===== config.mk =====
export PLATFORM = sky130hd
export DESIGN_NAME = instr_mem_loader
export DESIGN_NICKNAME = d
export VERILOG_FILES = /design/src/rtl/instr_mem_pkg.sv /design/src/rtl/instr_mem_array.sv /design/src/rtl/instr_mem_loader.sv
export SDC_FILE = /design/constraint.sdc
export NUM_CORES = 2
export LEC_CHECK = 0
export ABC_CLOCK_PERIOD_IN_PS = 8200
export CORE_MARGIN = 3
export CORE_UTILIZATION = 30
export DETAILED_ROUTE_END_ITERATION = 7
export PLACE_DENSITY = 0.48
export SLEW_MARGIN = 20
export SYNTH_ARGS = -nofsm -noshare
export SYNTH_HDL_FRONTEND = slang
export SYNTH_SLANG_ARGS = --single-unit
export TNS_END_PERCENT = 20

===== constraint.sdc =====
create_clock -name clk -period 8.2 [get_ports clk]
set_input_delay 1.64 -clock clk [delete_from_list [all_inputs] [get_ports clk]]
set_output_delay 1.64 -clock clk [all_outputs]
set_load 0.01 [all_outputs]

===== src/rtl/instr_mem_pkg.sv =====
// rtl/instr_mem_pkg.sv - shared types, constants and address check for the instruction memory loader
package instr_mem_pkg;

   typedef enum logic [1:0] {
      CLEAR = 2'd0,
      RUN   = 2'd1,
      PROG  = 2'd2
   } state_t;

   localparam logic [31:0] NOP_WORD = 32'hE1A00000;

   // True when a byte address is word-aligned and its word index lies below depth.
   function automatic logic addr_ok(input logic [63:0] addr, input int unsigned depth);
      return (addr[1:0] == 2'b00) && ((addr >> 2) < 64'(depth));
   endfunction

endpackage


===== src/rtl/instr_mem_array.sv =====
// rtl/instr_mem_array.sv - DEPTH x DATA_W storage, one synchronous write port, one registered read port
module instr_mem_array #(
   parameter int DEPTH  = 64,
   parameter int DATA_W = 32
) (
   input  logic                     clk,
   input  logic                     reset,
   input  logic                     we,
   input  logic [$clog2(DEPTH)-1:0] waddr,
   input  logic [DATA_W-1:0]        wdata,
   input  logic                     re,
   input  logic [$clog2(DEPTH)-1:0] raddr,
   output logic [DATA_W-1:0]        rdata
);

   logic [DATA_W-1:0] mem [DEPTH];

   always_ff @(posedge clk) begin
      if (we) begin
         mem[waddr] <= wdata;
      end
   end

   // Only the read register is reset; the array itself is zeroed by the CLEAR sweep.
   always_ff @(posedge clk) begin
      if (reset) begin
         rdata <= '0;
      end else if (re) begin
         rdata <= mem[raddr];
      end
   end

endmodule


===== src/rtl/instr_mem_loader.sv =====
// rtl/instr_mem_loader.sv - instruction memory with clear-on-reset, programming port and 1-cycle fetch port
module instr_mem_loader
   import instr_mem_pkg::*;
#(
   parameter int                DEPTH      = 64,
   parameter int                DATA_W     = 32,
   parameter int                ADDR_W     = 32,
   parameter logic [DATA_W-1:0] FAULT_WORD = DATA_W'(NOP_WORD)
) (
   input  logic              clk,
   input  logic              reset,
   input  logic              prog_en,
   input  logic              prog_we,
   input  logic [ADDR_W-1:0] prog_addr,
   input  logic [DATA_W-1:0] prog_data,
   output logic              prog_err,
   output logic              busy,
   input  logic              fetch_req,
   input  logic [ADDR_W-1:0] fetch_addr,
   output logic              fetch_ready,
   output logic              fetch_valid,
   output logic [DATA_W-1:0] fetch_data,
   output logic              fetch_fault
);

   localparam int IDX_W = $clog2(DEPTH);

   generate
      if (DEPTH < 2 || (DEPTH & (DEPTH - 1)) != 0) begin : g_depth_check
         $error("instr_mem_loader: DEPTH must be a power of two >= 2");
      end
   endgenerate

   state_t              state;
   state_t              state_next;
   logic [IDX_W-1:0]    clr_cnt;
   logic                prog_ok;
   logic                fetch_ok;
   logic                fetch_acc;
   logic                mem_we;
   logic [IDX_W-1:0]    mem_waddr;
   logic [DATA_W-1:0]   mem_wdata;
   logic [DATA_W-1:0]   rd_data;

   assign prog_ok     = addr_ok(64'(prog_addr), DEPTH);
   assign fetch_ok    = addr_ok(64'(fetch_addr), DEPTH);
   assign fetch_ready = (state == RUN) && !reset;
   assign busy        = !fetch_ready;
   assign fetch_acc   = fetch_req && fetch_ready;

   always_ff @(posedge clk) begin
      if (reset) begin
         state   <= CLEAR;
         clr_cnt <= '0;
      end else begin
         state   <= state_next;
         clr_cnt <= (state == CLEAR) ? clr_cnt + IDX_W'(1) : '0;
      end
   end

   // Write port is owned by the clear sweep in CLEAR and by the programming interface in PROG.
   always_comb begin
      state_next = state;
      mem_we     = 1'b0;
      mem_waddr  = prog_addr[IDX_W+1:2];
      mem_wdata  = prog_data;
      case (state)
         CLEAR: begin
            mem_we    = 1'b1;
            mem_waddr = clr_cnt;
            mem_wdata = '0;
            if (clr_cnt == IDX_W'(DEPTH - 1)) begin
               state_next = RUN;
            end
         end
         RUN: begin
            if (prog_en) begin
               state_next = PROG;
            end
         end
         PROG: begin
            mem_we = prog_we && prog_ok;
            if (!prog_en) begin
               state_next = RUN;
            end
         end
         default: state_next = CLEAR;
      endcase
      if (reset) begin
         mem_we = 1'b0;
      end
   end

   instr_mem_array #(
      .DEPTH  (DEPTH),
      .DATA_W (DATA_W)
   ) u_array (
      .clk   (clk),
      .reset (reset),
      .we    (mem_we),
      .waddr (mem_waddr),
      .wdata (mem_wdata),
      .re    (fetch_acc && fetch_ok),
      .raddr (fetch_addr[IDX_W+1:2]),
      .rdata (rd_data)
   );

   always_ff @(posedge clk) begin
      if (reset) begin
         fetch_valid <= 1'b0;
         fetch_fault <= 1'b0;
         prog_err    <= 1'b0;
      end else begin
         fetch_valid <= fetch_acc;
         if (fetch_acc) begin
            fetch_fault <= !fetch_ok;
         end
         prog_err <= (state == PROG) && prog_we && !prog_ok;
      end
   end

   // Faulted fetches skip the array read, so the held read word is masked here.
   assign fetch_data = fetch_fault ? FAULT_WORD : rd_data;

endmodule


==> reports/qor_table.md <==
| Quantity | Reported | Unit |
|---|---|---|
| Post-synth design cell area | 0.0803 | mm2 |
| Clock H-tree levels | 4 | - |
| Required time of the critical path | 8.75 | ns |
| Routability-driven placement congestion ratio | 0.775 | - |
| DP HPWL | 127 | mm |
| Transition at the pin with the smallest max-transition slack | 1.11 | ns |
| DRC violation count after routing | 0 | - |
| Floorplan row count | 189 | - |
| Total I/O pin count | 138 | - |
| DR WL/cell | 29.2 | um |
| Async set-reset flop share out of synthesis | 0 | % |
| Final critical-path setup slack | 2.95 | ns |
| Arrival time of data at the critical path endpoint | 5.80 | ns |
| Count of nets after finishing | 3,942 | - |
| Detailed-routing iteration count for the pre-antenna-repair pass | 5 | - |
| Post-Syn Instances | 3,554 | - |
| Clock Skews | 0.0341 | ns |
| # resized after CTS | 0 | - |
| Number of clock sinks | 2,091 | - |
| Number of vias per cell | 4.94 | - |
| Count of flip-flops with a built-in enable after synthesis | 2,048 | - |
| Kind of critical path | primary input to register | - |
| Maximum single-stage delay on the critical path | 1.02 | ns |
| Count of placed standard cells including taps | 7,153 | - |
| GR Util met1 | 21.7 | % |
| Highest achievable clock rate | 0.191 | GHz |
| Power Density | 233 | mW/mm2 |
| Source-to-sink clock delay at the later pin of the worst-skew pair | 0.86 | ns |
| Worst-case setup slack after placement | 2.08 | ns |
| TritonCTS buffer count | 213 | - |
| Initial standard-cell utilization of the core | 30.2 | % |
| WL final | 221 | mm |
| Predominant post-synthesis flop cell | sky130_fd_sc_hd__edfxtp_1 | - |
| Worst-case vdd ir drop | 0.202 | mV |
| Post-synth net total | 3,656 | - |
| Core area | 0.266 | mm2 |
| Period utilisation layout | 64.0 | % |
| Sw Share | 20.9 | % |
| Die Y | 523 | um |
| Root Driver | sky130_fd_sc_hd__clkbuf_16 | - |
| Via count of the first global-routing pass | 38,700 | - |
| Crit path capture type | register | - |
| Via count of the routed design | 37,300 | - |
| Quantity of I/O buffers inserted on ports | 137 | - |
| Clock edge transition at the registers on the reported setup and hold paths | 0.06 | ns |
| Slew Limit Headroom | 26.0 | % |
| Synth Warn # | 0 | - |
| Worst-path fanout max | 22 | - |
| Final number of setup-violating endpoints | 0 | - |
| Slew Limit Fails | 0 | - |
| Area Growth Syn to Fin | 16.7 | % |
| Remaining antenna violation count after routing | 0 | - |
| Fraction of met3 tracks used by global routing | 2.86 | % |
| Buffering stage count on the worst path with inverters included | 3 | - |
| Cts-stage hold buffer count | 0 | - |
| Remaining global-route overflow | 0 | - |
| Layer with the highest usage after global routing | met2 | - |
| Distinct cell type count of the synthesized netlist | 46 | - |
| PnR Total Power | 21.8 | mW |
| Post-synthesis sequential area ratio | 77.7 | % |
| Max Root-Sink Buffers | 3 | - |
| Die ar. | 0.274 | mm2 |
| Maximum capacitance violations | 0 | - |
| Worst Hold Class | register to register | - |
| RSZ-0062 raised after global routing | no | - |
| Finished Layout Cells | 7,559 | - |
| First-pass GRT wire length | 310 | mm |
| Comb pwr share | 3.5 | % |
| Leakage power total | 31.9 | nW |
| Share of post-route cells with drive strength above 1 | 27.6 | % |
| Overall track demand over capacity in global routing | 16.0 | % |
| Antenna violations before repair | 16 | - |
| Net switching component of the power | 4.56 | mW |
| Post-route setup TNS | 0 | ns |
| Largest net degree at the start of global routing | 115 | - |
| Number of setup buffers added after CTS | 0 | - |
| Top Family by Delay on Critical Path | simple AND/OR/NAND/NOR gates | - |
| Final hold viol count | 0 | - |
| Part of the power in registers | 53.1 | % |
| TritonCTS clock tree | built | - |
| Internal power summed over all cells | 17.3 | mW |
| Initial DRC count | 3,753 | - |
| Critical path, cell by cell | clkdlybuf4s50_1 > inv_1 > nand4b_1 > o31ai_1 > nor2b_1 > nand2_1 > nor2_4 > buf_4 | - |
| Mean instance size in the synthesized netlist | 22.6 | um2 |
| Synthesized flop and latch total | 2,091 | - |
| Startpoint class of the critical path | primary input | - |
| Number of fillers in the final layout | 24,600 | - |
| Met2 Use GR | 26.1 | % |
| Clock share of power | 43.4 | % |
| Die Span X | 523 | um |
| Period minus WS final | 5.25 | ns |
| Worst Hold Slack | 0.445 | ns |
| Result of the run | completed | - |
| Worst path slowest cell | sky130_fd_sc_hd__nor2_4 | - |
## routing by layer
| metal | share of wire, % | up-vias |
|---|---|---|
| met4 | 3.3 | 2 |
| met3 | 5.1 | 301 |
| met1 | 43 | 20500 |
| li1 | - | 15600 |
| met2 | 49 | 987 |
| met5 | 0.0032 | - |
## power groups by stage
stage	Clock, mW	Combinational [mW]	Sequential [mW]
2_1_floorplan	0	0.477	11.8
3_3_place_gp	0	0.784	11.8
3_5_place_dp	0	0.783	11.8
4_1_cts	9.70	0.785	11.6
5_1_grt	10.1	0.805	11.6
6_report	9.47	0.758	11.6
## worst reg2reg max path, delay by kind of cell, from the launching register on
kind	cells	cell delay (ns)
AOI/OAI and AO/OA	1	0.33
buffers and inverters	1	0.36
DFF	1	0.39
and+or+nand+nor	5	2.96
## cell usage after synthesis (4+ instances only)
| library cell | n | share of area, % |
|---|---|---|
| sky130_fd_sc_hd__edfxtp_1 | 2048 | 77 |
| sky130_fd_sc_hd__mux4_2 | 569 | 16 |
| sky130_fd_sc_hd__nand2_1 | 172 | 0.80 |
| sky130_fd_sc_hd__clkbuf_1 | 86 | 0.40 |
| sky130_fd_sc_hd__nor2_1 | 83 | 0.39 |
| sky130_fd_sc_hd__mux2i_1 | 72 | 0.90 |
| sky130_fd_sc_hd__a32oi_1 | 54 | 0.59 |
| sky130_fd_sc_hd__dfxtp_1 | 43 | 1.1 |
| sky130_fd_sc_hd__buf_4 | 42 | 0.39 |
| sky130_fd_sc_hd__nand3_1 | 39 | 0.24 |
| sky130_fd_sc_hd__inv_1 | 38 | 0.18 |
| sky130_fd_sc_hd__nand3b_1 | 35 | 0.33 |
| sky130_fd_sc_hd__and2_1 | 34 | 0.26 |
| sky130_fd_sc_hd__nor2b_1 | 33 | 0.26 |
| sky130_fd_sc_hd__buf_2 | 31 | 0.19 |
| sky130_fd_sc_hd__o22a_1 | 26 | 0.28 |
| sky130_fd_sc_hd__clkinv_1 | 22 | 0.10 |
| sky130_fd_sc_hd__buf_1 | 19 | 0.089 |
| sky130_fd_sc_hd__a22oi_1 | 12 | 0.11 |
| sky130_fd_sc_hd__nor4_1 | 12 | 0.093 |
| sky130_fd_sc_hd__buf_6 | 11 | 0.15 |
| sky130_fd_sc_hd__a21oi_1 | 10 | 0.062 |
| sky130_fd_sc_hd__or2_2 | 8 | 0.062 |
| sky130_fd_sc_hd__o21ai_0 | 6 | 0.037 |
| sky130_fd_sc_hd__nand4_1 | 5 | 0.039 |
| sky130_fd_sc_hd__a211oi_1 | 4 | 0.037 |
| sky130_fd_sc_hd__nor3_1 | 4 | 0.025 |
## final cells by class
cell class / count / area, um2 / share of cell area [%]
sequential: 2091 / 62400 / 66.5
multi-input combinational: 1213 / 17300 / 18.5
clock buffer: 269 / 5600 / 5.98
tap: 3533 / 4420 / 4.72
timing repair buffer: 260 / 2620 / 2.80
clock inverter: 129 / 1170 / 1.24
inverter: 61 / 236 / 0.252
antenna: 3 / 7.51 / 0.00801
## registers in the layout, indices dropped and copies added, names as in the netlist
| name | flops |
|---|---|
| prog_err | 1 |
| clr_cnt | 6 |
| fetch_fault | 1 |
| fetch_valid | 1 |
| u_array.rdata | 32 |
| state | 2 |
| u_array.mem | 2048 |
## cell usage in the layout, fill, tap and decap left out, types with 26 or more instances in the layout
master and instances:
sky130_fd_sc_hd__clkbuf_16 214, sky130_fd_sc_hd__nand3_1 38, sky130_fd_sc_hd__nor2_4 66, sky130_fd_sc_hd__buf_4 99, sky130_fd_sc_hd__edfxtp_1 2048, sky130_fd_sc_hd__clkbuf_1 51
sky130_fd_sc_hd__clkinv_1 69, sky130_fd_sc_hd__mux2i_1 72, sky130_fd_sc_hd__clkdlybuf4s50_1 133, sky130_fd_sc_hd__nor2b_1 31, sky130_fd_sc_hd__mux4_2 569, sky130_fd_sc_hd__nand2_1 172
sky130_fd_sc_hd__clkinv_2 46, sky130_fd_sc_hd__a32oi_1 54, sky130_fd_sc_hd__nand3b_1 35, sky130_fd_sc_hd__o22a_1 26, sky130_fd_sc_hd__dfxtp_1 42, sky130_fd_sc_hd__inv_1 38
## kinds of logic (layout without fill, tap and decap cells)
group	count (synthesis)	count (layout)	share of synthesized area, %
adders and majority gates	1	1	0.0156
and+or+nand+nor	437	437	2.62
AOI/OAI and AO/OA	128	128	1.27
DFF	2091	2091	77.7
xor gates and xnor gates	4	4	0.0436
muxes	643	643	16.9
buffers and inverters	250	719	1.52
other	0	3	0
## path summary, 6_finish.rpt
check             slack (ns)            endpoint  depth (start not counted)               from
setup / recovery        2.95  u_array.mem[29][3]                          8              reset
hold / removal          0.44   u_array.rdata[31]                          2  u_array.rdata[31]
setup reg to reg        3.88  u_array.mem[29][3]                          7           state[1]
hold reg to reg         0.44   u_array.rdata[31]                          2  u_array.rdata[31]
## per-stage QoR
stage	instance area (um2)	utilization [%]
2_1_floorplan	80300	-
3_3_place_gp	86700	32.6
3_5_place_dp	86900	32.7
4_1_cts	93600	35.2
5_1_grt	93700	35.3
6_report	93700	35.3
(Power assumes the default switching activity.)
